===== src/rtl/cache_line_mover.sv =====
// cache_line_mover: moves one cache line between the 4-way data RAM and the memory bus.
// An optional dirty-victim writeback (RAM -> bus) runs first, then the fill (bus -> RAM).
module cache_line_mover #(
    parameter int unsigned LINE_WORDS = 16,
    parameter int unsigned ADDR_WIDTH = 10
) (
    input  logic        clk,
    input  logic        rest,
    input  logic        start,
    input  logic        wbEnable,
    input  logic [31:0] wbAddress,
    input  logic [31:0] fillAddress,
    input  logic [1:0]  way,
    output logic        busy,
    output logic        done,
    output logic [31:0] ram_readAddress,
    output logic [1:0]  ram_readWay,
    input  logic [31:0] ram_readData,
    output logic [31:0] ram_writeAddress,
    output logic [1:0]  ram_writeWay,
    output logic [31:0] ram_writeData,
    output logic        ram_writeEnable,
    output logic [3:0]  ram_writeByteEnable,
    output logic [31:0] m0_address,
    output logic [3:0]  m0_byteEnable,
    output logic        m0_read,
    input  logic [31:0] m0_readData,
    output logic        m0_write,
    output logic [31:0] m0_writeData,
    input  logic        m0_waitRequest,
    input  logic        m0_readDataValid
);

    localparam int unsigned IDX_W      = $clog2(LINE_WORDS);
    localparam int unsigned CNT_W      = IDX_W + 1;
    localparam int unsigned LINE_BYTES = LINE_WORDS * 4;
    localparam logic [31:0]      OFS_MASK = 32'(LINE_BYTES - 1);
    localparam logic [CNT_W-1:0] LAST_IDX = CNT_W'(LINE_WORDS - 1);
    localparam logic [CNT_W-1:0] FULL_CNT = CNT_W'(LINE_WORDS);

    // Reject line sizes that are not a power of two or do not fit in one RAM way.
    if ((LINE_WORDS < 2) || ((LINE_WORDS & (LINE_WORDS - 1)) != 0) ||
        (ADDR_WIDTH < IDX_W + 2)) begin : g_param_check
        $error("cache_line_mover: LINE_WORDS must be a power of two that fits in ADDR_WIDTH");
    end

    typedef enum logic [2:0] {
        S_IDLE,
        S_WB_RD,
        S_WB_WR,
        S_FILL,
        S_DONE
    } state_t;

    state_t           state_q, state_d;
    logic [1:0]       way_q, way_d;
    logic [31:0]      wb_base_q, wb_base_d;
    logic [31:0]      fill_base_q, fill_base_d;
    logic [CNT_W-1:0] wb_idx_q, wb_idx_d;
    logic [CNT_W-1:0] issue_idx_q, issue_idx_d;
    logic [CNT_W-1:0] rx_idx_q, rx_idx_d;
    logic [31:0]      hold_q, hold_d;
    logic             wb_first_q, wb_first_d;

    logic wr_accept;
    logic rd_accept;
    logic rx_fire;

    // Word byte address inside a line; the offset bits of the base are discarded.
    function automatic logic [31:0] line_addr(input logic [31:0] base,
                                              input logic [IDX_W-1:0] idx);
        line_addr = (base & ~OFS_MASK) | 32'({idx, 2'b00});
    endfunction

    // Bus handshakes and fill-return qualification.
    assign m0_write  = (state_q == S_WB_WR);
    assign m0_read   = (state_q == S_FILL) && (issue_idx_q < FULL_CNT);
    assign wr_accept = m0_write && !m0_waitRequest;
    assign rd_accept = m0_read && !m0_waitRequest;
    assign rx_fire   = (state_q == S_FILL) && m0_readDataValid && (rx_idx_q < FULL_CNT);

    // Bus address: victim word during writeback, next issue word during fill.
    assign m0_address    = m0_write ? line_addr(wb_base_q, wb_idx_q[IDX_W-1:0]) :
                           (state_q == S_FILL) ? line_addr(fill_base_q, issue_idx_q[IDX_W-1:0]) :
                           32'd0;
    // RAM data is only valid in the first WB_WR cycle; later stall cycles replay the holding copy.
    assign m0_writeData  = !m0_write ? 32'd0 : (wb_first_q ? ram_readData : hold_q);
    assign m0_byteEnable = 4'hF;

    assign ram_readAddress     = line_addr(wb_base_q, wb_idx_q[IDX_W-1:0]);
    assign ram_readWay         = way_q;
    assign ram_writeAddress    = line_addr(fill_base_q, rx_idx_q[IDX_W-1:0]);
    assign ram_writeWay        = way_q;
    assign ram_writeData       = m0_readData;
    assign ram_writeEnable     = rx_fire;
    assign ram_writeByteEnable = 4'hF;

    assign busy = (state_q == S_WB_RD) || (state_q == S_WB_WR) || (state_q == S_FILL);
    assign done = (state_q == S_DONE);

    // Next-state logic for the transfer sequence.
    always_comb begin
        state_d     = state_q;
        way_d       = way_q;
        wb_base_d   = wb_base_q;
        fill_base_d = fill_base_q;
        wb_idx_d    = wb_idx_q;
        issue_idx_d = issue_idx_q;
        rx_idx_d    = rx_idx_q;
        hold_d      = hold_q;
        wb_first_d  = 1'b0;

        case (state_q)
            S_IDLE: begin
                if (start) begin
                    way_d       = way;
                    wb_base_d   = wbAddress;
                    fill_base_d = fillAddress;
                    wb_idx_d    = '0;
                    issue_idx_d = '0;
                    rx_idx_d    = '0;
                    state_d     = wbEnable ? S_WB_RD : S_FILL;
                end
            end
            S_WB_RD: begin
                wb_first_d = 1'b1;
                state_d    = S_WB_WR;
            end
            S_WB_WR: begin
                if (wb_first_q) begin
                    hold_d = ram_readData;
                end
                if (wr_accept) begin
                    if (wb_idx_q == LAST_IDX) begin
                        issue_idx_d = '0;
                        rx_idx_d    = '0;
                        state_d     = S_FILL;
                    end else begin
                        wb_idx_d = wb_idx_q + CNT_W'(1);
                        state_d  = S_WB_RD;
                    end
                end
            end
            S_FILL: begin
                if (rd_accept) begin
                    issue_idx_d = issue_idx_q + CNT_W'(1);
                end
                if (rx_fire) begin
                    rx_idx_d = rx_idx_q + CNT_W'(1);
                    if (rx_idx_q == LAST_IDX) begin
                        state_d = S_DONE;
                    end
                end
            end
            S_DONE: begin
                state_d = S_IDLE;
            end
            default: begin
                state_d = S_IDLE;
            end
        endcase
    end

    // State and datapath registers with synchronous reset.
    always_ff @(posedge clk) begin
        if (rest) begin
            state_q     <= S_IDLE;
            way_q       <= '0;
            wb_base_q   <= '0;
            fill_base_q <= '0;
            wb_idx_q    <= '0;
            issue_idx_q <= '0;
            rx_idx_q    <= '0;
            hold_q      <= '0;
            wb_first_q  <= 1'b0;
        end else begin
            state_q     <= state_d;
            way_q       <= way_d;
            wb_base_q   <= wb_base_d;
            fill_base_q <= fill_base_d;
            wb_idx_q    <= wb_idx_d;
            issue_idx_q <= issue_idx_d;
            rx_idx_q    <= rx_idx_d;
            hold_q      <= hold_d;
            wb_first_q  <= wb_first_d;
        end
    end

endmodule


===== config.mk =====
export PLATFORM = sky130hd
export DESIGN_NAME = cache_line_mover
export DESIGN_NICKNAME = d
export VERILOG_FILES = /design/src/rtl/cache_line_mover.sv
export SDC_FILE = /design/constraint.sdc
export NUM_CORES = 1
export LEC_CHECK = 0
export CAP_MARGIN = 25
export CORE_MARGIN = 10
export CORE_UTILIZATION = 34
export CTS_CLUSTER_DIAMETER = 150
export DETAILED_ROUTE_END_ITERATION = 10
export GPL_ROUTABILITY_DRIVEN = 1
export GPL_TIMING_DRIVEN = 0
export PLACE_DENSITY = 0.84
export SKIP_CTS_REPAIR_TIMING = 1
export SYNTH_ARGS = -nofsm -noshare
export SYNTH_HDL_FRONTEND = slang
export SYNTH_SLANG_ARGS = --single-unit

===== constraint.sdc =====
create_clock -name clk -period 1.8 [get_ports clk]
set_input_delay 0.36 -clock clk [delete_from_list [all_inputs] [get_ports clk]]
set_output_delay 0.36 -clock clk [all_outputs]
set_load 0.01 [all_outputs]

== Word-level counts from Yosys, hierarchy flattened ==
Cells that the tools add are included.
Storage, ports and cells
  input port bits: 136
  output and inout bits: 177
  register bits: 117
Cells by class
  bitwise gates (word level): 3
  add/subtract/negate cells: 3
  muxes and demuxes: 22
  eq/ne operators: 13
  reduce and logical (&&, ||, !) cells: 16
  magnitude comparators: 2
Operators with widths (number)
  $mux 32: 4
  $or 32x6->32: 3
  $mux 5: 7
  $pmux 5 s3: 2
  $add 5x1->5 const B: 3
  $mux 3: 4
  $pmux 3 s4: 1
  $eq 5x4->1 const B: 2
  $lt 5x5->1 const B: 2
  $pmux 5 s2: 1
  $reduce_and 5->1: 2
  $ne 2x2->1 const B: 4
  $reduce_and 4->1: 2
  $eq 3x2->1 const B: 2
  $ne 2x1->1 const B: 3
  $logic_and 1x1->1: 5
  $mux 2: 2
  $eq 3x1->1 const B: 1
  $eq 3x3->1 const B: 1
  $logic_not 3->1: 1
  $reduce_bool 3->1: 1
  $logic_or 1x1->1: 2
  $reduce_and 2->1: 1
  $reduce_bool 2->1: 1
  other kinds (2): 2

== Depth between registers and ports, before layout ==
Gate-level depths: netlist of run 1.
  depth after elaboration: 5
  mapped depth: 9
  depth with buffers taken out: 7

== Worst setup path after synthesis of run 1 ==
No wires, ideal clock.
  path kind: flip-flop to flip-flop
  from: register wb_idx_q[0]
  to: register issue_idx_q[0]
  setup time: 0.070 ns
  setup slack: -0.012 ns
  cell stages (with the launch flop): 8
  data arrival time: 1.742 ns
  cell sequence: dfxtp_1 -> ha_1 -> and3_1 -> ha_1 -> nor2b_1 -> o221ai_2 -> or4_1 -> a21oi_1
On the way
  longest elaborated chain between the ends: 3
RTL lines
  from (decl): RTL line 59  | logic [CNT_W-1:0] wb_idx_q, wb_idx_d;
  from (signal assigned): RTL line 181  | wb_idx_q <= wb_idx_d;
  $eq 5x4->1: RTL line 134  | if (wb_idx_q == LAST_IDX) begin
  $ne 2x1->1 (no source line)
  $reduce_and 5->1 (no source line)
  to (signal assigned): RTL line 182  | issue_idx_q <= issue_idx_d;
  to (decl): RTL line 60  | logic [CNT_W-1:0] issue_idx_q, issue_idx_d;
Every way passes these cells.
A chain may end at the register's enable or synchronous reset.

== Final worst setup path of run 1 ==
  from: register state_q[2]
  to: output m0_address[7]
On the way
  longest elaborated chain between the ends: 3
  elaborated cells between the ends (all ways): 4
RTL lines
  from (decl): RTL line 55  | state_t state_q, state_d;
  from (signal assigned): RTL line 177  | state_q <= state_d;
  $eq 3x2->1: RTL line 84  | (state_q == S_FILL) ? line_addr(fill_base_q, issue_idx_q[IDX_W-1:0]) :
  $mux 32: RTL line 84
  $mux 32 (*): RTL line 83  | assign m0_address = m0_write ? line_addr(wb_base_q, wb_idx_q[IDX_W-1:0]) :
  to (decl): RTL line 24  | output logic [31:0] m0_address,
Every way passes the cells marked *; elsewhere a longest branch is shown, timed or not.

==> results of run 1 <==
## layout make-up
cell class	count	area (um2)
multi-input cells	464	2720
fillers	1375	6420
inverters	5	26.3
repair buffers	275	2480
plain buffers	101	786
clock inverters	3	67.6
clock buffers	11	233
flip-flops and latches	105	2120
well taps	188	235
## placed cells by master, fill, tap and decap left out, drive strengths merged, types with 14 or more instances in the layout
| master | instances |
|---|---|
| dfxtp | 105 |
| a22o | 30 |
| nor2 | 50 |
| mux2i | 34 |
| nand2 | 180 |
| buf | 147 |
| clkbuf | 52 |
| conb | 14 |
| clkdlybuf4s50 | 185 |
| a21oi | 92 |
## worst max-delay path by stage
stage | startpoint | endpoint | depth (start not counted)
6_report | state_q[2] | m0_address[7] | 7
5_1_grt | state_q[2] | m0_address[7] | 7
4_1_cts | state_q[2] | m0_address[7] | 7
3_5_place_dp | state_q[2] | m0_address[7] | 7
3_3_place_gp | state_q[2] | m0_address[7] | 7
2_1_floorplan | wb_idx_q[0] | issue_idx_q[0] | 7
## critical path, stage by stage, from the launching register on
cell and delay [ps]:
dfxtp_2 320, buf_6 130, nor2_4 150, nand2_4 140
inv_8 120, buf_8 140, a22o_1 170, buf_2 160
## power breakdown
group	switching, mW	internal [mW]	total (mW)
clock	0.846	1.21	2.05
combinational	1.34	1.34	2.69
sequential	0.184	2.52	2.70
total	2.37	5.07	7.44
## cells by family (layout without fill, tap and decap cells)
family / count (synthesis) / count (layout) / synth area share [%]
flip-flops: 105 / 105 / 40.3
multiplexers: 35 / 35 / 6.75
AND/OR/NAND/NOR: 263 / 263 / 21.2
XOR/XNOR: 3 / 3 / 0.504
AO/OA/AOI/OAI: 144 / 144 / 17.2
adder cells (fa/ha/maj): 5 / 5 / 1.20
other: 2 / 14 / 0.144
buffers and inverters: 108 / 395 / 12.7
## flip-flops by register name (all words and copies together), names as in the netlist
name and count:
fill_base_q 26, ram_readWay 2, issue_idx_q 5, wb_first_q 1
rx_idx_q 5, wb_base_q 26, wb_idx_q 5, state_q 3
hold_q 32
## routing by layer
metal	vias to the layer above	routed length (um)
met2	209	10900
met5	-	0
met4	0	310
met3	26	2050
li1	2748	-
met1	2639	7720
==> qor_table.md, run 1 <==
| Metric | This run |
|---|---|
| Fraction of layout cells with a size suffix above 1 | 25.1% |
| Count of maximum capacitance violations | 0 |
| Crit Reg-Reg Endpoint | state_q[1] |
| Result of the run | finished, violations left |
| Max H-tree Level | 3 |
| Core Util, Final | 57.4% |
| FF-to-FF setup slack | -80 ps |
| Post-Route Setup TNS | -10490 ps |
| 1st-iter DRT viols | 205 |
| DP HPWL | 15700 um |
| Post-layout total power | 7.44 mW |
| HP Start | hold_q[19] |
| Number of flops mapped to enable cells by yosys | 0 |
| Area growth, synth to finish | 66.4% |
| Unique masters post-synth | 47 |
| Average wire per cell in the routed design | 18.2 um |
| Floorplan die width | 144 um |
| Fraction of the cycle the final worst path needs | 113% |
| Number of instances in the synthesized netlist | 665 |
| Dominant register cell in the synthesized netlist | dfxtp_1 |
| Post-route insts no fill | 1152 |
| Die Height | 144 um |
| Critical path class | reg -> out |
| Number of top-level design ports | 313 |
| Global-route met2 utilization | 33.0% |
| Synthesis Warnings | 0 |
| Via count of the first global-routing pass | 5630 |
| Synthesized area | 0.00521 mm2 |
| Global placer's final weighted congestion | 0.818 |
| Worst EP required | 1440 ps |
| Layout net count | 1102 |
| Congestion Overflow GR | 0 |
| Clock tree from TritonCTS | done |
| Relative slew slack | 52.7% |
| Largest fanout of any net on the critical path | 10 |
| Worst Max-Slew Pin Slew | 709 ps |
| Final std cell area, no fill | 0.00867 mm2 |
| Final antenna diode count | 0 |
| Number of antenna violations at the first check in global routing | 0 |
| Clock root buffer | clkbuf_16 |
| Worst skew pair latency | 340 ps |
| Number of cell instances on the worst register-to-register path | 7 |
| Most numerous cell in the Yosys netlist | nand2_1 |
| Met3 usage | 8.71% |
| Placeable Area | 0.0151 mm2 |
| Highest achievable clock rate | 490 MHz |
| WP data arrival | 1680 ps |
| Worst vdd ir | 0.565 mV |
| Power density over the cells | 859 mW/mm2 |
| Post-route setup slack | -240 ps |
| Total number of clock tree sinks | 105 |
| Kind of end point of the critical path | primary output |
| Mean post-synth cell area | 7.83 um2 |
| Global-route wire length before repair | 29900 um |
| RSZ-0062 raised after global routing | yes |
| Violated checks | negative setup slack |
| FFs w/ async S/R, synth | 0% |
| Global-route total usage across every layer | 18.4% |
| Vias per std cell | 4.88 |
| DRC | 0 |
| Number of buffers inserted during clock tree synthesis | 9 |
| Share of the yosys chip area belonging to registers | 40.3% |
| Worst min path class | reg -> reg |
| Buffers on Ports | 253 |
| Largest area contributor in the synthesized netlist | dfxtp_1 |
| Synthesized flop and latch total | 105 |
| Kind of start point of the critical path | flop |
| Residual antenna-violating net count after detailed routing | 0 |
| Share of Yosys cell area claimed by the top area cell type | 40.3% |
| Inst Count DP | 1118 |
| Most used standard cells in the synthesized netlist | nand2_1 (179), dfxtp_1 (105), a21oi_1 (92) |
| Post-route clock skew | 5.00 ps |
| Number of hold violations in the final report | 0 |
| Total die area | 0.0207 mm2 |
| Maximum number of buffers from clock root to sink | 2 |
| Area after DPL | 0.00803 mm2 |
| Fin crit period | 2040 ps |
| Final setup viols | 67 |
| Detailed-routing iteration count for the pre-antenna-repair pass | 5 |
| Worst Hold Slack | 454 ps |
| Endpoint with the worst hold slack | hold_q[19] |
| Clock input transition at the sequential cells of the worst setup and hold paths | 70 ps |
| Global-route layer with the greatest usage | met2 |
| Origin of the critical flop-to-flop path | rx_idx_q[0] |
| Largest net degree at the start of global routing | 16 |
| Starting utilization of the core area | 34.5% |
| Total via count after detailed routing | 5622 |
| Placement Rows | 45 |
| Leak Pwr | 3.47 nW |
| Final count of pins violating max slew | 0 |
| Met1 Usage GRT | 18.6% |
| Worst hold path stage count | 2 |
| Detailed Route WL | 20900 um |
| Worst setup slack after placement | -897 ps |
| Most area-consuming cells after synthesis | dfxtp_1 (40%), nand2_1 (13%), a21oi_1 (8.8%) |
(Power assumes the default switching activity.)
==> run 2, diff against run 1 <==
--- a/config.mk
+++ b/config.mk
@@ -7,12 +7,12 @@
 export LEC_CHECK = 0
 export CAP_MARGIN = 25
 export CORE_MARGIN = 10
-export CORE_UTILIZATION = 34
+export CORE_UTILIZATION = 41
 export CTS_CLUSTER_DIAMETER = 150
 export DETAILED_ROUTE_END_ITERATION = 10
 export GPL_ROUTABILITY_DRIVEN = 1
 export GPL_TIMING_DRIVEN = 0
-export PLACE_DENSITY = 0.84
+export PLACE_DENSITY = 0.94
 export SKIP_CTS_REPAIR_TIMING = 1
 export SYNTH_ARGS = -nofsm -noshare
 export SYNTH_HDL_FRONTEND = slang
==> constraint.sdc (replaced) <==
create_clock -name clk -period 2.4 [get_ports clk]
set_input_delay 0.48 -clock clk [delete_from_list [all_inputs] [get_ports clk]]
set_output_delay 0.48 -clock clk [all_outputs]
set_load 0.01 [all_outputs]
==> qor_table.md, run 2 (synthesis gave the netlist of run 1 again) <==
| Metric | This run |
|---|---|
| Count of maximum capacitance violations | 0 |
| Register bank with the most flops | hold_q |
| Fraction of layout cells with a size suffix above 1 | 12.0% |
| Biggest cell delay along the critical path | 550 ps |
| Number of hold violations in the final report | 0 |
| Post-route setup slack | 23.3 ps |
| Floorplan die width | 133 um |
| Worst min path class | reg -> reg |
| Critical path class | reg -> out |
| Number of top-level design ports | 313 |
| Top library cells by usage in the layout, fill and taps aside | clkdlybuf4s50_1 (198), nand2_1 (179), dfxtp_1 (103) |
| Vias per std cell | 4.99 |
| Fin crit period | 2380 ps |
| Total die area | 0.0176 mm2 |
| Inst Count DP | 1102 |
| Number of buffers inserted during clock tree synthesis | 9 |
| Number of buffers and inverters on the critical path | 3 |
| Final count of pins violating max slew | 0 |
| Power density over the cells | 612 mW/mm2 |
| Number of antenna violations at the first check in global routing | 0 |
| Kind of start point of the critical path | flop |
| Buffers on Ports | 253 |
| Final antenna diode count | 0 |
| Fraction of the cycle the final worst path needs | 99.0% |
| 1st-iter DRT viols | 200 |
| RSZ-0062 raised after global routing | yes |
| Layout net count | 1085 |
| Starting utilization of the core area | 41.6% |
| Worst EP required | 1920 ps |
| Total number of clock tree sinks | 105 |
| Post-route insts no fill | 1121 |
| Placeable Area | 0.0125 mm2 |
| WP data arrival | 1900 ps |
| Relative slew slack | 47.6% |
| Final setup viols | 0 |
| Number of flip-flops in the largest register | 32 |
| Kind of end point of the critical path | primary output |
| DP HPWL | 15800 um |
| Most common cell after layout, fill and taps aside | clkdlybuf4s50_1 |
| Worst skew pair latency | 340 ps |
| Clock input transition at the sequential cells of the worst setup and hold paths | 70 ps |
| Largest net degree at the start of global routing | 18 |
| Global-route wire length before repair | 30400 um |
| Cells traversed along the worst timing path | buf_4 -> nor2_4 -> nand2_4 -> buf_2 -> nor2_1 -> clkdlybuf4s50_1 |
| Placement Rows | 41 |
| Global-route total usage across every layer | 21.2% |
| DRC | 0 |
| Worst setup slack after placement | -387 ps |
| Post-route clock skew | 7.64 ps |
| Via count of the first global-routing pass | 5678 |
| Result of the run | finished, final reports clean |
| Detailed Route WL | 20100 um |
| Largest fanout of any net on the critical path | 10 |
| Detailed-routing iteration count for the pre-antenna-repair pass | 4 |
| Maximum number of buffers from clock root to sink | 2 |
| Leak Pwr | 4.14 nW |
| Biggest regs | hold_q x32, fill_base_q x26, wb_base_q x26 |
| Clock root buffer | clkbuf_16 |
| Worst Max-Slew Pin Slew | 781 ps |
| CP delay by family, top | buffers and inverters |
| Max H-tree Level | 3 |
| Layout fillers | 996 |
| Clock tree from TritonCTS | done |
| FF-to-FF setup slack | 320 ps |
| Congestion Overflow GR | 0 |
| Slowest stage cell on the critical path | clkdlybuf4s50_1 |
| Die Height | 133 um |
| Total via count after detailed routing | 5594 |
| Highest achievable clock rate | 421 MHz |
| Area growth, synth to finish | 64.0% |
| Worst vdd ir | 0.443 mV |
| Residual antenna-violating net count after detailed routing | 0 |
| Global placer's final weighted congestion | 0.833 |
| Average wire per cell in the routed design | 17.9 um |
==> run 2: cell types whose count changed in the layout (fill, tap and decap cells not counted), sizes merged, moves of 2 or more <==
cell / delta
inv: +2
clkbuf: -20
buf: -62
clkdlybuf4s50: +13
bufinv: -2
dlymetal6s2s: +52
==> run 2: cell type report <==
cell class | count | area (um2) | share of cell area (%)
buffer | 101 | 708 | 8.29
clock buffer | 11 | 253 | 2.96
tap | 172 | 215 | 2.52
multi-input combinational | 464 | 2500 | 29.2
clock inverter | 5 | 37.5 | 0.439
timing repair buffer | 258 | 2710 | 31.7
sequential | 105 | 2100 | 24.6
inverter | 5 | 21.3 | 0.249
==> run 2: through the flow <==
stage	instance area (um2)	hold WS, ps	setup TNS, ps	power (mW)	utilization (%)
floorplan	5260	436	0	2.90	-
global placement	8000	441	-8540	3.71	63.9
detailed placement	8000	447	-10780	3.75	63.9
CTS	8290	456	-28660	5.18	66.3
global route	8540	476	-330	5.48	68.3
finish	8540	454	0	5.23	68.3
==> run 2: layer usage <==
metal / wire (um) / global-route usage (%)
met1: 7240 / 21.3
met2: 10300 / 37.6
met3: 2210 / 10.8
met4: 389 / 6.30
met5: 0 / 0
==> run 2: where the power goes <==
part / switching (mW) / internal [mW]
sequential: 0.130 / 1.89
combinational: 0.896 / 0.871
clock: 0.675 / 0.768
total: 1.70 / 3.52
==> run 2: final timing paths <==
check	endpoint	depth (start not counted)	start
setup / recovery	m0_writeData[3]	6	state_q[2]
hold / removal	hold_q[13]	2	hold_q[13]
setup reg to reg	issue_idx_q[3]	8	wb_idx_q[0]
hold reg to reg	hold_q[13]	2	hold_q[13]
==> run 2: worst min-delay path, cell delays in order (launching register included) <==
cell	delay, ps
dfxtp_1	310
nand2_1	50
a21oi_1	50
